<file path="config.mk">
export PLATFORM = sky130hd
export DESIGN_NAME = loop_index_sequencer
export DESIGN_NICKNAME = d
export VERILOG_FILES = /design/src/rtl/loop_index_sequencer.sv
export SDC_FILE = /design/constraint.sdc
export NUM_CORES = 1
export LEC_CHECK = 0
export CAP_MARGIN = 10
export CELL_PAD_IN_SITES_DETAIL_PLACEMENT = 0
export CELL_PAD_IN_SITES_GLOBAL_PLACEMENT = 1
export CORE_MARGIN = 3
export CORE_UTILIZATION = 37
export CTS_CLUSTER_SIZE = 40
export DETAILED_ROUTE_END_ITERATION = 8
export PLACE_DENSITY = 0.79
export SYNTH_ARGS = -nofsm -noshare
export SYNTH_HDL_FRONTEND = slang
export SYNTH_SLANG_ARGS = --single-unit
</file>
<file path="constraint.sdc">
create_clock -name clk -period 4.05 [get_ports clk]
set_input_delay 1.0125 -clock clk [delete_from_list [all_inputs] [get_ports clk]]
set_output_delay 1.0125 -clock clk [all_outputs]
set_load 0.01 [all_outputs]
</file>
<file path="src/rtl/loop_index_sequencer.sv">
// loop_index_sequencer
// Registered, back-pressurable index sweep from start_index up to LIMIT-1.
// Each accepted handshake beat (idx_valid && idx_ready) advances the index.
// When the sweep completes, done pulses for one cycle. An abort in RUN returns
// the block to IDLE and pulses aborted for one cycle.
//
// Ports:
//   clk          clock
//   rst_n        synchronous active-low reset
//   start        request a sweep (sampled only in IDLE)
//   start_index  first index of the sweep (sampled with start)
//   abort        cancel the sweep (honoured only in RUN)
//   idx_ready    downstream accepts the current index
//   idx_valid    index is valid
//   index        current index (loop_if.index)
//   done         one-cycle completion pulse (loop_if.done)
//   aborted      one-cycle abort pulse
//   busy         block is not idle
//   iter_count   beats accepted in the current or most recent sweep
module loop_index_sequencer #(
    parameter int unsigned IDX_W = 4,
    parameter int unsigned LIMIT = 10
) (
    input  logic             clk,
    input  logic             rst_n,
    input  logic             start,
    input  logic [IDX_W-1:0] start_index,
    input  logic             abort,
    input  logic             idx_ready,
    output logic             idx_valid,
    output logic [IDX_W-1:0] index,
    output logic             done,
    output logic             aborted,
    output logic             busy,
    output logic [IDX_W:0]   iter_count
);

    localparam int unsigned CNT_W = IDX_W + 1;
    localparam logic [IDX_W-1:0] LIMIT_IDX = IDX_W'(LIMIT);
    localparam logic [IDX_W-1:0] LAST_IDX  = IDX_W'(LIMIT - 1);

    typedef enum logic [1:0] {
        ST_IDLE = 2'd0,
        ST_RUN  = 2'd1,
        ST_DONE = 2'd2
    } state_t;

    state_t           state;
    state_t           state_n;
    logic [IDX_W-1:0] index_n;
    logic [CNT_W-1:0] iter_n;
    logic             valid_n;
    logic             done_n;
    logic             aborted_n;
    logic             busy_n;

    logic             beat_c;
    logic             last_c;

    assign beat_c = idx_valid && idx_ready;
    assign last_c = (index == LAST_IDX);

    // State and output registers; every output is a flop.
    always_ff @(posedge clk) begin
        if (!rst_n) begin
            state      <= ST_IDLE;
            index      <= '0;
            iter_count <= '0;
            idx_valid  <= 1'b0;
            done       <= 1'b0;
            aborted    <= 1'b0;
            busy       <= 1'b0;
        end else begin
            state      <= state_n;
            index      <= index_n;
            iter_count <= iter_n;
            idx_valid  <= valid_n;
            done       <= done_n;
            aborted    <= aborted_n;
            busy       <= busy_n;
        end
    end

    // Next-state and next-output logic.
    always_comb begin
        state_n   = state;
        index_n   = index;
        iter_n    = iter_count;
        valid_n   = idx_valid;
        done_n    = 1'b0;
        aborted_n = 1'b0;
        busy_n    = busy;

        unique case (state)
            ST_IDLE: begin
                busy_n  = 1'b0;
                valid_n = 1'b0;
                if (start) begin
                    index_n = start_index;
                    iter_n  = '0;
                    busy_n  = 1'b1;
                    if (start_index < LIMIT_IDX) begin
                        state_n = ST_RUN;
                        valid_n = 1'b1;
                    end else begin
                        // Empty loop: go straight to the completion cycle.
                        state_n = ST_DONE;
                        done_n  = 1'b1;
                    end
                end
            end

            ST_RUN: begin
                if (beat_c) begin
                    iter_n = iter_count + CNT_W'(1);
                end
                // Completion takes priority over a simultaneous abort.
                if (beat_c && last_c) begin
                    state_n = ST_DONE;
                    valid_n = 1'b0;
                    done_n  = 1'b1;
                end else if (abort) begin
                    state_n   = ST_IDLE;
                    valid_n   = 1'b0;
                    aborted_n = 1'b1;
                    busy_n    = 1'b0;
                end else if (beat_c) begin
                    index_n = index + IDX_W'(1);
                end
            end

            ST_DONE: begin
                state_n = ST_IDLE;
                valid_n = 1'b0;
                busy_n  = 1'b0;
            end

            default: begin
                state_n = ST_IDLE;
                valid_n = 1'b0;
                busy_n  = 1'b0;
            end
        endcase
    end

endmodule

</file>
==> tab_implementation.tex, run 1 <==
\begin{tabular}{lr}
\hline
Metric & Value \\
\hline
\multicolumn{2}{l}{\textbf{Route}} \\
Number of vias in the routed layout & 744 \\
Remaining routing DRC violations & 0 \\
Via density per instance & 5.43 \\
Count of routing violations after the opening detailed-route iteration & 18 \\
Wire length after detailed routing & 1.83 mm \\
Pre-Repair DR Iteration Count & 4 \\
ANT nets after route & 0 \\
Wirelength per Cell & 13.4 µm \\
\multicolumn{2}{l}{\textbf{STA}} \\
Final setup skew & 9.43 ps \\
Number of failing setup endpoints in the final timing report & 0 \\
Max-Slew Margin vs Limit & 0.707 \\
Slew @ Worst Pin & 438 ps \\
Max-slew violation count & 0 \\
Aggregate negative setup slack & 0 ps \\
RSZ-0062 raised after global routing & no \\
Time the final worst path needs with I/O delays and setup & 2340 ps \\
Worst hold slack & 486 ps \\
Highest clock frequency the design can meet & 428 MHz \\
Final Hold Violating Endpoints & 0 \\
Final worst-path cycle share & 0.578 \\
Worst Slack Setup Final & 1710 ps \\
\multicolumn{2}{l}{\textbf{Place}} \\
Final weighted congestion of routability-driven global placement & 0.756 \\
Detailed Place HPWL & 1.41 mm \\
Post-place setup slack & 1390 ps \\
DP Cell Count & 133 \\
Dpl cell area & 1020 µm² \\
Total of buffers placed on input and output ports & 21 \\
\multicolumn{2}{l}{\textbf{Cells and area}} \\
Net count, final & 123 \\
Area Overhead vs Synth & 28.2\% \\
Non-Filler Cell Area, Final & 1050 µm² \\
Number of diodes added for antenna fixing & 0 \\
Share of final-layout standard cells stronger than drive strength 1 & 0.0818 \\
Cell Count, Final, Fillers Out & 137 \\
\multicolumn{2}{l}{\textbf{Synthesis}} \\
XOR/XNOR Fraction of Synth Area & 0.0214 \\
Register area share after synthesis & 0.368 \\
Combinational family with the most area after synthesis & simple AND/OR/NAND/NOR gates \\
Mean instance size in the synthesized netlist & 9.08 µm² \\
Mapped cell area & 817 µm² \\
Synth Area in Adders & 0.0459 \\
Simple-gate portion of the synthesized area & 0.248 \\
Fraction of the mapped netlist area in compound gates & 0.228 \\
Distinct cells, synth & 37 \\
\#FFs+latches synth & 15 \\
Cells after Synth & 90 \\
Multiplexer area fraction after synthesis & 0.0245 \\
Syn Nets & 102 \\
Count of synthesis-stage warnings from yosys & 0 \\
\multicolumn{2}{l}{\textbf{Floorplan}} \\
Core region area & 2020 µm² \\
I/O pin count & 22 \\
Number of placement rows & 16 \\
Full die area & 2810 µm² \\
Initial core utilization & 0.404 \\
Die H & 53.0 µm \\
Horizontal extent of the die & 53.0 µm \\
\multicolumn{2}{l}{\textbf{Worst setup path}} \\
CP required & 4270 ps \\
Critical path startpoint category & input port \\
Crit. End Element & register \\
CP Data Arrival Time & 2560 ps \\
Worst-path fanout max & 7 \\
WS Path Type & input port to register \\
\multicolumn{2}{l}{\textbf{Pwr}} \\
Switching power share of the total & 0.282 \\
Max IR drop VDD & 0.000148 V \\
Internal Pwr Total & 0.220 mW \\
Combinational power share & 0.185 \\
Switching Power & 0.0865 mW \\
Relative contribution of sequential cells to total power & 0.527 \\
PwrDens & 293 nW/µm² \\
Leakage power of the design & 0.376 nW \\
Portion of total power attributed to the clock network & 0.288 \\
\multicolumn{2}{l}{\textbf{Clocking}} \\
Clock sink count & 15 \\
Clock H-tree levels & 1 \\
Total clock buffers created by CTS & 3 \\
Clock slew at the register clock pins of the worst setup and hold paths & 100 ps \\
Hold buffers post-CTS & 0 \\
Max Root-Sink Buffers & 2 \\
Post-CTS Resized & 0 \\
Cell at the root of the clock tree & sky130\_fd\_sc\_hd\_\_clkbuf\_4 \\
Insertion delay to the later sink of the worst-skew pair & 290 ps \\
CTS tree & yes \\
Number of buffers inserted by post-CTS setup repair & 0 \\
\multicolumn{2}{l}{\textbf{Run status}} \\
Result of the run & completed \\
\multicolumn{2}{l}{\textbf{Job}} \\
Maximum capacitance violations & 0 \\
\multicolumn{2}{l}{\textbf{Global route}} \\
Number of global-route vias before repair & 716 \\
Total track usage & 0.156 \\
Pin count of the biggest net entering global routing & 14 \\
Initial antenna violation count & 0 \\
First-pass GRT wire length & 3.26 mm \\
Total grt overflow & 0 \\
\multicolumn{2}{l}{\textbf{Min path}} \\
Type of the worst min-delay path & register to register \\
\hline
\end{tabular}
power groups by stage:
| stage | clock network [mW] | registers (mW) | logic, mW |
|---|---|---|---|
| after detailed placement | 0 | 0.165 | 0.0570 |
| after global routing | 0.0991 | 0.163 | 0.0626 |
| after floorplan | 0 | 0.164 | 0.0338 |
| after CTS | 0.0925 | 0.162 | 0.0569 |
| final | 0.0885 | 0.162 | 0.0568 |
| after global placement | 0 | 0.165 | 0.0563 |
cell usage after synthesis (all sizes together):
library cell | count | share of area
a21oi | 5 | 0.031
ha | 3 | 0.046
a31o | 1 | 0.011
dfxtp | 15 | 0.37
nand2b | 3 | 0.023
nor3 | 4 | 0.025
buf | 4 | 0.046
nor2 | 7 | 0.041
and3 | 1 | 0.0077
nand3b | 1 | 0.0092
o21a | 2 | 0.018
inv | 3 | 0.014
o21ai | 6 | 0.037
mux2i | 2 | 0.025
clkbuf | 1 | 0.0046
o31a | 1 | 0.011
o211ai | 2 | 0.018
or3 | 2 | 0.021
nor4 | 1 | 0.0077
xor2 | 2 | 0.021
o31ai | 2 | 0.025
nor3b | 3 | 0.041
o22ai | 2 | 0.015
o2111ai | 1 | 0.011
a22oi | 1 | 0.0092
nand2 | 5 | 0.023
and4b | 1 | 0.012
and2b | 1 | 0.0092
o311ai | 3 | 0.032
nor2b | 2 | 0.015
nand3 | 2 | 0.012
o2bb2ai | 1 | 0.011
worst max-delay path: stages:
cell,delay (ps)
sky130_fd_sc_hd__clkdlybuf4s50_1,500
sky130_fd_sc_hd__nor3b_4,360
sky130_fd_sc_hd__nor2_4,90
sky130_fd_sc_hd__or3_4,370
sky130_fd_sc_hd__o31ai_2,220
per-layer routing:
metal	routed length (µm)	up-vias	track usage
met3	92	2	0.0535
met1	852	352	0.207
met4	8	0	0.0426
met5	0	-	0
li1	-	371	-
met2	876	19	0.240
cell type report:
| type | instances | area (µm²) |
|---|---|---|
| Sequential cell | 15 | 300 |
| Tap cell | 27 | 33.8 |
| Clock inverter | 1 | 5.00 |
| Multi-Input combinational cell | 67 | 464 |
| Timing Repair Buffer | 21 | 210 |
| Clock buffer | 3 | 22.5 |
| Fill cell | 208 | 975 |
| Inverter | 3 | 11.3 |
final timing paths:
check	cells past startpoint	slack (ps)	start	to
min reg2reg	2	490	busy	busy
max reg2reg	4	2280	state[1]	index[3]
min	2	490	busy	busy
max	5	1710	start	index[3]
cells by family after synthesis:
family / Yosys count
multiplexers: 2
XOR/XNOR: 2
adder cells (fa/ha/maj): 3
AO/OA/AOI/OAI: 27
flip-flops: 15
buffers and inverters: 8
AND/OR/NAND/NOR: 33
flip-flops by register name, indices dropped and copies added, names as in the netlist:
name / cells
iter_count: 5
index: 4
state: 2
aborted: 1
busy: 1
done: 1
idx_valid: 1
stage by stage:
| step | power, mW | utilization |
|---|---|---|
| global route | 0.325 | 0.518 |
| detailed placement | 0.222 | 0.504 |
| global placement | 0.221 | 0.504 |
| floorplan | 0.198 | - |
| CTS | 0.311 | 0.518 |
| finish | 0.307 | 0.518 |
placed cells by master (no fill, tap or decap), drive strengths merged, types with 2 or more instances in the layout:
master | Yosys | routed
dfxtp | 15 | 15
o311ai | 3 | 3
nand2 | 5 | 5
o22ai | 2 | 2
nor2b | 2 | 2
o21ai | 6 | 6
o211ai | 2 | 2
nand3 | 2 | 2
nor2 | 7 | 7
mux2i | 2 | 2
ha | 3 | 3
nand2b | 3 | 3
a21oi | 5 | 5
nor3 | 4 | 4
xor2 | 2 | 2
o31ai | 2 | 2
inv | 3 | 3
o21a | 2 | 2
nor3b | 3 | 3
clkbuf | 1 | 3
clkdlybuf4s50 | 0 | 21
or3 | 2 | 2
No activity file was read; power rests on OpenSTA's default activity.
==> run 2, diff against run 1 <==
--- a/config.mk
+++ b/config.mk
@@ -9,10 +9,10 @@
 export CELL_PAD_IN_SITES_DETAIL_PLACEMENT = 0
 export CELL_PAD_IN_SITES_GLOBAL_PLACEMENT = 1
 export CORE_MARGIN = 3
-export CORE_UTILIZATION = 37
+export CORE_UTILIZATION = 34
 export CTS_CLUSTER_SIZE = 40
 export DETAILED_ROUTE_END_ITERATION = 8
-export PLACE_DENSITY = 0.79
+export PLACE_DENSITY = 0.73
 export SYNTH_ARGS = -nofsm -noshare
 export SYNTH_HDL_FRONTEND = slang
 export SYNTH_SLANG_ARGS = --single-unit
==> constraint.sdc (replaced) <==
create_clock -name clk -period 2.3 [get_ports clk]
set_input_delay 0.575 -clock clk [delete_from_list [all_inputs] [get_ports clk]]
set_output_delay 0.575 -clock clk [all_outputs]
set_load 0.01 [all_outputs]
==> run 2 against run 1 <==
Sequential power is 76% higher. Critical path depth shrank 4. First-iteration DRC count shrank 50%. Combinational power rose by 87%. Wire length grew 5.1%.
==> tab_implementation.tex, run 2 (synthesis results as in run 1) <==
\begin{tabular}{lr}
\hline
Metric & Value \\
\hline
\multicolumn{2}{l}{\textbf{Run status}} \\
Result of the run & completed \\
\multicolumn{2}{l}{\textbf{Route}} \\
Remaining routing DRC violations & 0 \\
Number of vias in the routed layout & 741 \\
Pre-Repair DR Iteration Count & 4 \\
Count of routing violations after the opening detailed-route iteration & 9 \\
Wirelength per Cell & 13.5 µm \\
ANT nets after route & 0 \\
Wire length after detailed routing & 1.92 mm \\
Via density per instance & 5.22 \\
\multicolumn{2}{l}{\textbf{Worst setup path}} \\
Stage delay of the slowest cell on the critical path & 580 ps \\
Worst-path cell chain & clkdlybuf4s50\_1 \\
WS Path Type & register to output pin \\
Crit. End Element & output pin \\
First element of the critical path & index[0] \\
Worst reg2reg startpoint & state[0] \\
Reg2reg path depth & 4 \\
Worst reg2reg setup slack & 630 ps \\
CP Data Arrival Time & 1310 ps \\
Crit path buf inv count & 1 \\
Worst-path fanout max & 6 \\
Critical path startpoint category & register \\
Reg-to-reg critical path endpoint & index[3] \\
Critical path depth in cells & 1 \\
Dominant delay contributor by cell family on the critical path & buffers and inverters \\
End point of the critical path & index[0] \\
CP required & 1730 ps \\
Critical Path Slowest Stage Cell & sky130\_fd\_sc\_hd\_\_clkdlybuf4s50\_1 \\
\multicolumn{2}{l}{\textbf{Clocking}} \\
Clock slew at the register clock pins of the worst setup and hold paths & 90 ps \\
Number of buffers inserted by post-CTS setup repair & 0 \\
Hold buffers post-CTS & 0 \\
Clock sink count & 15 \\
Clock H-tree levels & 1 \\
Post-CTS Resized & 0 \\
Cell at the root of the clock tree & sky130\_fd\_sc\_hd\_\_clkbuf\_4 \\
CTS tree & yes \\
Insertion delay to the later sink of the worst-skew pair & 280 ps \\
Total clock buffers created by CTS & 3 \\
Max Root-Sink Buffers & 2 \\
\multicolumn{2}{l}{\textbf{Cells and area}} \\
Area Overhead vs Synth & 31.9\% \\
Non-Filler Cell Area, Final & 1080 µm² \\
Share of final-layout standard cells stronger than drive strength 1 & 0.105 \\
Highest-count cells in the layout ignoring fill and taps & 21 x sky130\_fd\_sc\_hd\_\_clkdlybuf4s50\_1, 15 x sky130\_fd\_sc\_hd\_\_dfxtp\_1, 6 x sky130\_fd\_sc\_hd\_\_nor2\_1, 6 x sky130\_fd\_sc\_hd\_\_o21ai\_0 \\
Net count, final & 127 \\
Most frequent standard cell in the layout excluding fill and tap cells & sky130\_fd\_sc\_hd\_\_clkdlybuf4s50\_1 \\
Max FFs per register & 5 \\
Number of diodes added for antenna fixing & 0 \\
Post-layout utilization of the core & 0.478 \\
Largest regs & iter\_count (5), index (4), state (2) \\
Register with the highest flop count & iter\_count \\
Count of fill cells added during filler insertion & 234 \\
\multicolumn{2}{l}{\textbf{Place}} \\
Total of buffers placed on input and output ports & 21 \\
Final weighted congestion of routability-driven global placement & 0.771 \\
Detailed Place HPWL & 1.47 mm \\
Dpl cell area & 1050 µm² \\
\multicolumn{2}{l}{\textbf{Floorplan}} \\
Full die area & 3030 µm² \\
Horizontal extent of the die & 55.0 µm \\
Initial core utilization & 0.362 \\
Number of placement rows & 17 \\
I/O pin count & 22 \\
Die H & 55.0 µm \\
Core region area & 2250 µm² \\
\multicolumn{2}{l}{\textbf{Global route}} \\
Pin count of the biggest net entering global routing & 10 \\
Total track usage & 0.148 \\
Total grt overflow & 0 \\
Initial antenna violation count & 0 \\
First-pass GRT wire length & 3.15 mm \\
Number of global-route vias before repair & 688 \\
\multicolumn{2}{l}{\textbf{STA}} \\
Aggregate negative setup slack & 0 ps \\
Max-slew violation count & 0 \\
RSZ-0062 raised after global routing & no \\
Number of failing setup endpoints in the final timing report & 0 \\
Slew @ Worst Pin & 413 ps \\
Final worst-path cycle share & 0.818 \\
Highest clock frequency the design can meet & 532 MHz \\
Time the final worst path needs with I/O delays and setup & 1880 ps \\
Worst hold slack & 476 ps \\
Max-Slew Margin vs Limit & 0.722 \\
Final setup skew & 1.44 ps \\
Final Hold Violating Endpoints & 0 \\
\multicolumn{2}{l}{\textbf{Min path}} \\
Number of stages on the worst hold path & 2 \\
Type of the worst min-delay path & register to register \\
\multicolumn{2}{l}{\textbf{Pwr}} \\
PwrDens & 506 nW/µm² \\
Leakage power of the design & 0.393 nW \\
Max IR drop VDD & 0.000252 V \\
\multicolumn{2}{l}{\textbf{Job}} \\
Maximum capacitance violations & 0 \\
\hline
\end{tabular}
run 2: layout make-up:
class,instances,area (µm²),share of cell area
clock buffers,4,26.3,0.0244
inverters,3,11.3,0.0105
multi-input cells,67,464,0.431
flip-flops and latches,15,300,0.279
well taps,28,35.0,0.0325
repair buffers,25,240,0.223
run 2: power by group:
group	internal [mW]	switching, mW	total [mW]	leakage, nW
sequential	0.271	0.0143	0.285	0.122
clock	0.0673	0.0875	0.155	0.0150
combinational	0.0573	0.0486	0.106	0.256
run 2: worst min-delay path by stage:
stage | to | slack, ps | from
floorplan | busy | 490 | busy
detailed placement | busy | 470 | busy
global route | busy | 490 | busy
CTS | busy | 480 | busy
global placement | busy | 460 | busy
finish | busy | 480 | busy
run 2: per-layer routing:
| metal | wire [µm] | share of wire | track usage | up-vias |
|---|---|---|---|---|
| li1 | - | - | - | 380 |
| met1 | 920 | 0.48 | 0.195 | 341 |
| met2 | 896 | 0.47 | 0.232 | 16 |
| met3 | 73 | 0.038 | 0.0322 | 4 |
| met4 | 32 | 0.017 | 0.0607 | 0 |
| met5 | 0 | 0 | 0 | - |
run 2: metrics by stage:
stage               instances  power, mW  setup slack (ps)
finish                    142      0.545               420
global route              142      0.572               340
CTS                       142      0.548               416
detailed placement        138      0.397               142
global placement          138      0.397               161
floorplan                  90      0.348               722
==> RTL edit 1: new RTL, config.mk and constraints of run 1 <==
Re-encode `state_t` (3 states) as one-hot, 3 bits wide.
--- a/src/rtl/loop_index_sequencer.sv
+++ b/src/rtl/loop_index_sequencer.sv
@@ -39,10 +39,10 @@
     localparam logic [IDX_W-1:0] LIMIT_IDX = IDX_W'(LIMIT);
     localparam logic [IDX_W-1:0] LAST_IDX  = IDX_W'(LIMIT - 1);
 
-    typedef enum logic [1:0] {
-        ST_IDLE = 2'd0,
-        ST_RUN  = 2'd1,
-        ST_DONE = 2'd2
+    typedef enum logic [2:0] {
+        ST_IDLE = 3'b001,
+        ST_RUN  = 3'b010,
+        ST_DONE = 3'b100
     } state_t;
 
     state_t           state;
Behaviour: same outputs for any inputs over 10 cycles, from zero or initial values and one cycle with rst_n low; not proved beyond that.
==> RTL edit 1 against run 1 <==
  * Worst setup slack lost 98 ps
  * Wire length grew 12%
  * Count of clock-buffer cells in the layout grew 1
  * Critical path depth is the same
  * Highest routed layer unchanged
  * Sequential share of layout area grew 0.65 points
  * Power grew 9.8%
  * Global-route usage grew 1.2 points
  * Sequential cell count grew 1
  * Design area grew 4.3%
  * Die area is the same
  * Synthesized area is the same
  * Fmax shrank 4.0%
  * Clock skew shrank 4.7 ps
  * Combinational power is essentially flat
==> RTL edit 1: results (changes against run 1) <==
Clock tree
  • PostCTS Resize Cnt: 0 (unchanged)
  • CTS max path bufs: 2 (unchanged)
  • Worst-path clk slew: 90 ps
  • Skew-Pair Late Insertion Delay: 290 ps (about the same)
  • CTS buffer count: 3 (unchanged)
  • H-tree depth: 1 (unchanged)
  • Clock root buffer: clkbuf_4

Global routing
  • Vias in the first global route: 731 (+2.1%)
  • Met1 usage: 0.234 (+0.0266)
  • Met3 Usage GRT: 0.0563 (+0.00282)
  • Gr usage total: 0.168 (+0.0116)
  • Met2 usage in global routing: 0.242 (+0.00207)
  • Global-route wire length before repair: 3380 um (+3.8%)
  • Largest net degree at the start of global routing: 13 (-1)
  • Initial antenna violation count: 0 (unchanged)

Synth
  • Register area share after synthesis: 0.392 (+0.0245)
  • Top cells by area, synth: dfxtp_1 39%, a21oi_1 4.9%, ha_1 4.6%, o21ai_0 3.7%, nor2_1 3.7%
  • Compound-Gate Fraction of Synth Area: 0.236 (+0.00766)
  • Synth Area in Adders: 0.0459 (unchanged)
  • Main synth FF type: dfxtp_1
  • Synth warn: 0 (unchanged)
  • Most common library cells after synthesis: 16 x dfxtp_1, 8 x a21oi_1, 8 x nor2_1
  • Post-Syn Area per Cell: 8.51 um^2 (-6.2%)
  • Post-synth cell types: 37 (unchanged)
  • Most frequent cell after synthesis: dfxtp_1
  • Synthesized Nets: 108 (+5.9%)

Min path
  • Hold path startpoint: iter_count[1]
  • Hold Path Depth: 2 (unchanged)
  • Hold worst-path end: iter_count[1]

Routing
  • Met3 WL: 111 um (+21%)
  • Vias: 795 (+6.9%)
  • Total Routed Length: 2050 um (+12%)
  • Initial DRC Count: 20 (+2)
  • Met2 routed WL: 873 um (-0.34%)
  • Met1 WL: 1040 um (+22%)
  • Top sig layer: met4

Timing
  • Final Worst Setup Slack: 1610 ps (-98.2 ps)
  • Actual slew at the worst max-slew pin: 844 ps (+407 ps)
  • Setup Skew: 4.74 ps (-4.69 ps)
  • Final hold slack: 499 ps (+13.1 ps)

Cells and area
  • # nets final: 133 (+8.1%)
  • Antenna Cells: 0 (unchanged)
  • Share of cells above drive strength 1: 0.0500 (-0.0318)
  • Largest regs: iter_count (5), index (4), state (3)
  • Final Non-Filler Cells: 147 (+7.3%)

Place
  • Post-Place Worst Slack: 1320 ps (-74.8 ps)
  • Hpwl dp: 1520 um (+7.4%)
  • Port Buffer Count: 21 (unchanged)
  • DP Cell Count: 143 (+7.5%)
  • Placer congestion estimate: 0.861 (+14%)
  • Cell Area, Placed: 1060 um^2 (+3.6%)

Worst setup path
  • Critical Path Source: start
  • Reg2Reg Setup Slack: 1970 ps (-310 ps)
  • Arrival time at the worst endpoint: 2630 ps (+70 ps)
  • Worst reg2reg startpoint: state[1]
  • R2r endpoint: index[0]
  • Worst-path fanout max: 5 (-2)

Status
  • Status: complete, no violations

Power
  • Peak supply drop: 246 uV (+66%)
  • Lkg Pwr: 0.379 nW (+0.85%)
-- RTL edit 1: cell types whose count changed in the layout (fill, tap and decap cells not counted), moves of 2 or more --
cell	run 1	this run
xnor2_1	0	2
o22ai_1	2	0
inv_1	3	5
xor2_1	2	0
nor2b_1	2	0
a21oi_1	5	8
a211oi_1	0	3
nand3_1	2	4
nor2_1	6	8
nor3_1	4	2
o311ai_0	3	0
-- RTL edit 1: worst max-delay path, cell delays in order --
cell	delay, ps
clkdlybuf4s50_1	530
nand3b_1	160
a21oi_1	440
o21ai_0	230
o221a_2	270
-- RTL edit 1: final cells by class --
cell class / instances / area (um^2)
multi-input cells: 73 / 469
inverters: 6 / 22.5
fillers: 194 / 930
repair buffers: 21 / 210
flip-flops and latches: 16 / 320
well taps: 27 / 33.8
clock buffers: 4 / 36.3
-- RTL edit 1: power by group --
part           switching, mW  internal [mW]  total, mW
combinational         0.0273         0.0294     0.0567
sequential           0.00838          0.164      0.173
clock                 0.0529         0.0548      0.108
total                 0.0886          0.249      0.337
==> RTL edit 2: new RTL, settings of run 1 <==
Without the edit above. `IDX_W`: 4 -> 6.
--- a/src/rtl/loop_index_sequencer.sv
+++ b/src/rtl/loop_index_sequencer.sv
@@ -18,7 +18,7 @@
 //   busy         block is not idle
 //   iter_count   beats accepted in the current or most recent sweep
 module loop_index_sequencer #(
-    parameter int unsigned IDX_W = 4,
+    parameter int unsigned IDX_W = 6,
     parameter int unsigned LIMIT = 10
 ) (
     input  logic             clk,
Interface: changed (resized index, iter_count and start_index); port bits go from 22 to 28. No check against the original RTL was run, so the function may have changed too.
==> RTL edit 2 against run 1 <==
  * Design area up 29%
  * Sequential cell count up 4
  * Final cell count up 31%
  * Power increased by 19%
  * Wire length is 49% higher
  * Critical path type unchanged
  * Worst setup slack got worse by 94 ps
  * Synthesized area rose by 28%
==> RTL edit 2: results (changes against run 1) <==
Synth
  • Asr flop ratio synth: 0 (unchanged)
  • Synth warn: 0 (unchanged)
  • Mux contribution to synthesized area: 0 (-0.0245)
  • Most common library cells after synthesis: 19 x dfxtp_1, 13 x nand2_1, 10 x a21oi_1, 10 x nor2_1, 7 x inv_1
  • Top cells by area, synth: dfxtp_1 36%, a21oi_1 4.8%, nand2_1 4.7%, xnor2_1 4.2%, ha_1 3.6%
  • Synthesized Nets: 137 (+34%)
  • XOR/XNOR share of the synthesized area: 0.0420 (+0.0206)
  • Post-Syn Area per Cell: 8.47 um^2 (-6.7%)
  • Register area share after synthesis: 0.365 (-0.00259)
  • Most frequent cell after synthesis: dfxtp_1
  • Compound-Gate Fraction of Synth Area: 0.253 (+0.0251)
  • Synth Area in Adders: 0.0360 (-0.00993)
  • Share of the synthesized area in the top cell type: 0.365 (-0.00259)
  • Post-synth cell types: 35 (-5.4%)

Power
  • Peak supply drop: 192 uV (+29%)
  • Lkg Pwr: 0.459 nW (+22%)

Worst setup path
  • Crit-path leading delay family: compound AO/OA/AOI/OAI gates
  • Worst-path fanout max: 6 (-1)
  • Arrival time at the worst endpoint: 2630 ps (+70 ps)
  • Slowest Stage Delay on Critical Path: 660 ps (+160 ps)
  • CP max stage cell: a2111oi_0

Routing
  • Vias/cell: 5.70 (+4.9%)
  • Post-DR wirelength/cell: 15.3 um (+14%)
  • First-pass DRT Iterations: 4 (unchanged)
  • Total Routed Length: 2730 um (+49%)
  • Initial DRC Count: 20 (+2)

Place
  • Post-Place Worst Slack: 1370 ps (-22.6 ps)
  • DP Cell Count: 175 (+32%)
  • Port Buffer Count: 27 (+29%)
  • Hpwl dp: 1960 um (+39%)
  • Placer congestion estimate: 0.853 (+13%)
  • Cell Area, Placed: 1320 um^2 (+30%)

Clock tree
  • CTS buffer count: 3 (unchanged)
  • Post-CTS setup buffer count: 0 (unchanged)
  • H-tree depth: 1 (unchanged)
  • Clock root buffer: clkbuf_4
  • CTS tree: built
  • Skew-Pair Late Insertion Delay: 300 ps
  • Worst-path clk slew: 110 ps
  • CTS max path bufs: 2 (unchanged)
  • PostCTS Resize Cnt: 0 (unchanged)

Status
  • Status: complete, no violations

Cells and area
  • Fillers: 262 (+26%)
  • # nets final: 164 (+33%)
  • Antenna Cells: 0 (unchanged)
  • Largest regs: iter_count (7), index (6), state (2)
  • Share of cells above drive strength 1: 0.0470 (-0.0348)

Global routing
  • Gr usage total: 0.167 (+0.0109)
  • Largest net degree at the start of global routing: 20 (+6)
  • Global-route wire length before repair: 4560 um (+40%)
  • Initial antenna violation count: 0 (unchanged)
  • Vias in the first global route: 1012 (+41%)

Min path
  • Hold WC Path Type: flip-flop to flip-flop

Timing
  • Relative slew margins: 0.525 (-0.183)
  • Setup Skew: 1.73 ps (-7.70 ps)
==> RTL edit 2: cell types whose count changed in the layout (fill, tap and decap cells not counted), moves of 3 or more <==
cell and change:
xnor2_1 +5, nor2_1 +4, o311ai_0 -3, o21ai_0 -4, a32o_1 +3, and2_1 +3
inv_1 +4, clkdlybuf4s50_1 +6, a2111oi_0 +4, dfxtp_1 +4, o22ai_1 +3, a21oi_1 +5
nand2_1 +8
==> RTL edit 2: kinds of logic after synthesis <==
kind of cell               Yosys count
AOI/OAI and AO/OA                   34
xor gates and xnor gates             5
adders and majority gates            3
buffers and inverters               12
DFF                                 19
and+or+nand+nor                     50
==> RTL edit 2: cell type report <==
| cell class | instances | area [um^2] | share of cell area |
|---|---|---|---|
| sequential | 19 | 380 | 0.281 |
| timing repair buffer | 27 | 270 | 0.200 |
| tap | 30 | 37.5 | 0.0278 |
| clock buffer | 3 | 22.5 | 0.0167 |
| inverter | 7 | 26.3 | 0.0194 |
| multi-input combinational | 92 | 609 | 0.451 |
| clock inverter | 1 | 5.00 | 0.00370 |
==> RTL edit 2: path summary, 6_finish.rpt <==
path / from / endpoint / slack [ps] / cells past startpoint
worst max-delay path: idx_ready / iter_count[5] / 1620 / 5
worst min-delay path: iter_count[1] / iter_count[1] / 520 / 2
worst max register to register: state[1] / index[0] / 1860 / 4
worst min register to register: iter_count[1] / iter_count[1] / 520 / 2
==> RTL edit 2: report_power, final <==
part           total (mW)  internal [mW]  switching, mW
clock network      0.0974         0.0368         0.0606
logic              0.0641         0.0325         0.0316
registers           0.205          0.194         0.0110
total               0.367          0.263          0.103
==> RTL edit 2: routing by layer <==
metal	GRT usage	routed length (um)	up-vias
li1	-	-	507
met1	0.205	1330	483
met2	0.290	1250	28
met3	0.0479	143	2
met4	0.0356	11	0
met5	0	0	-
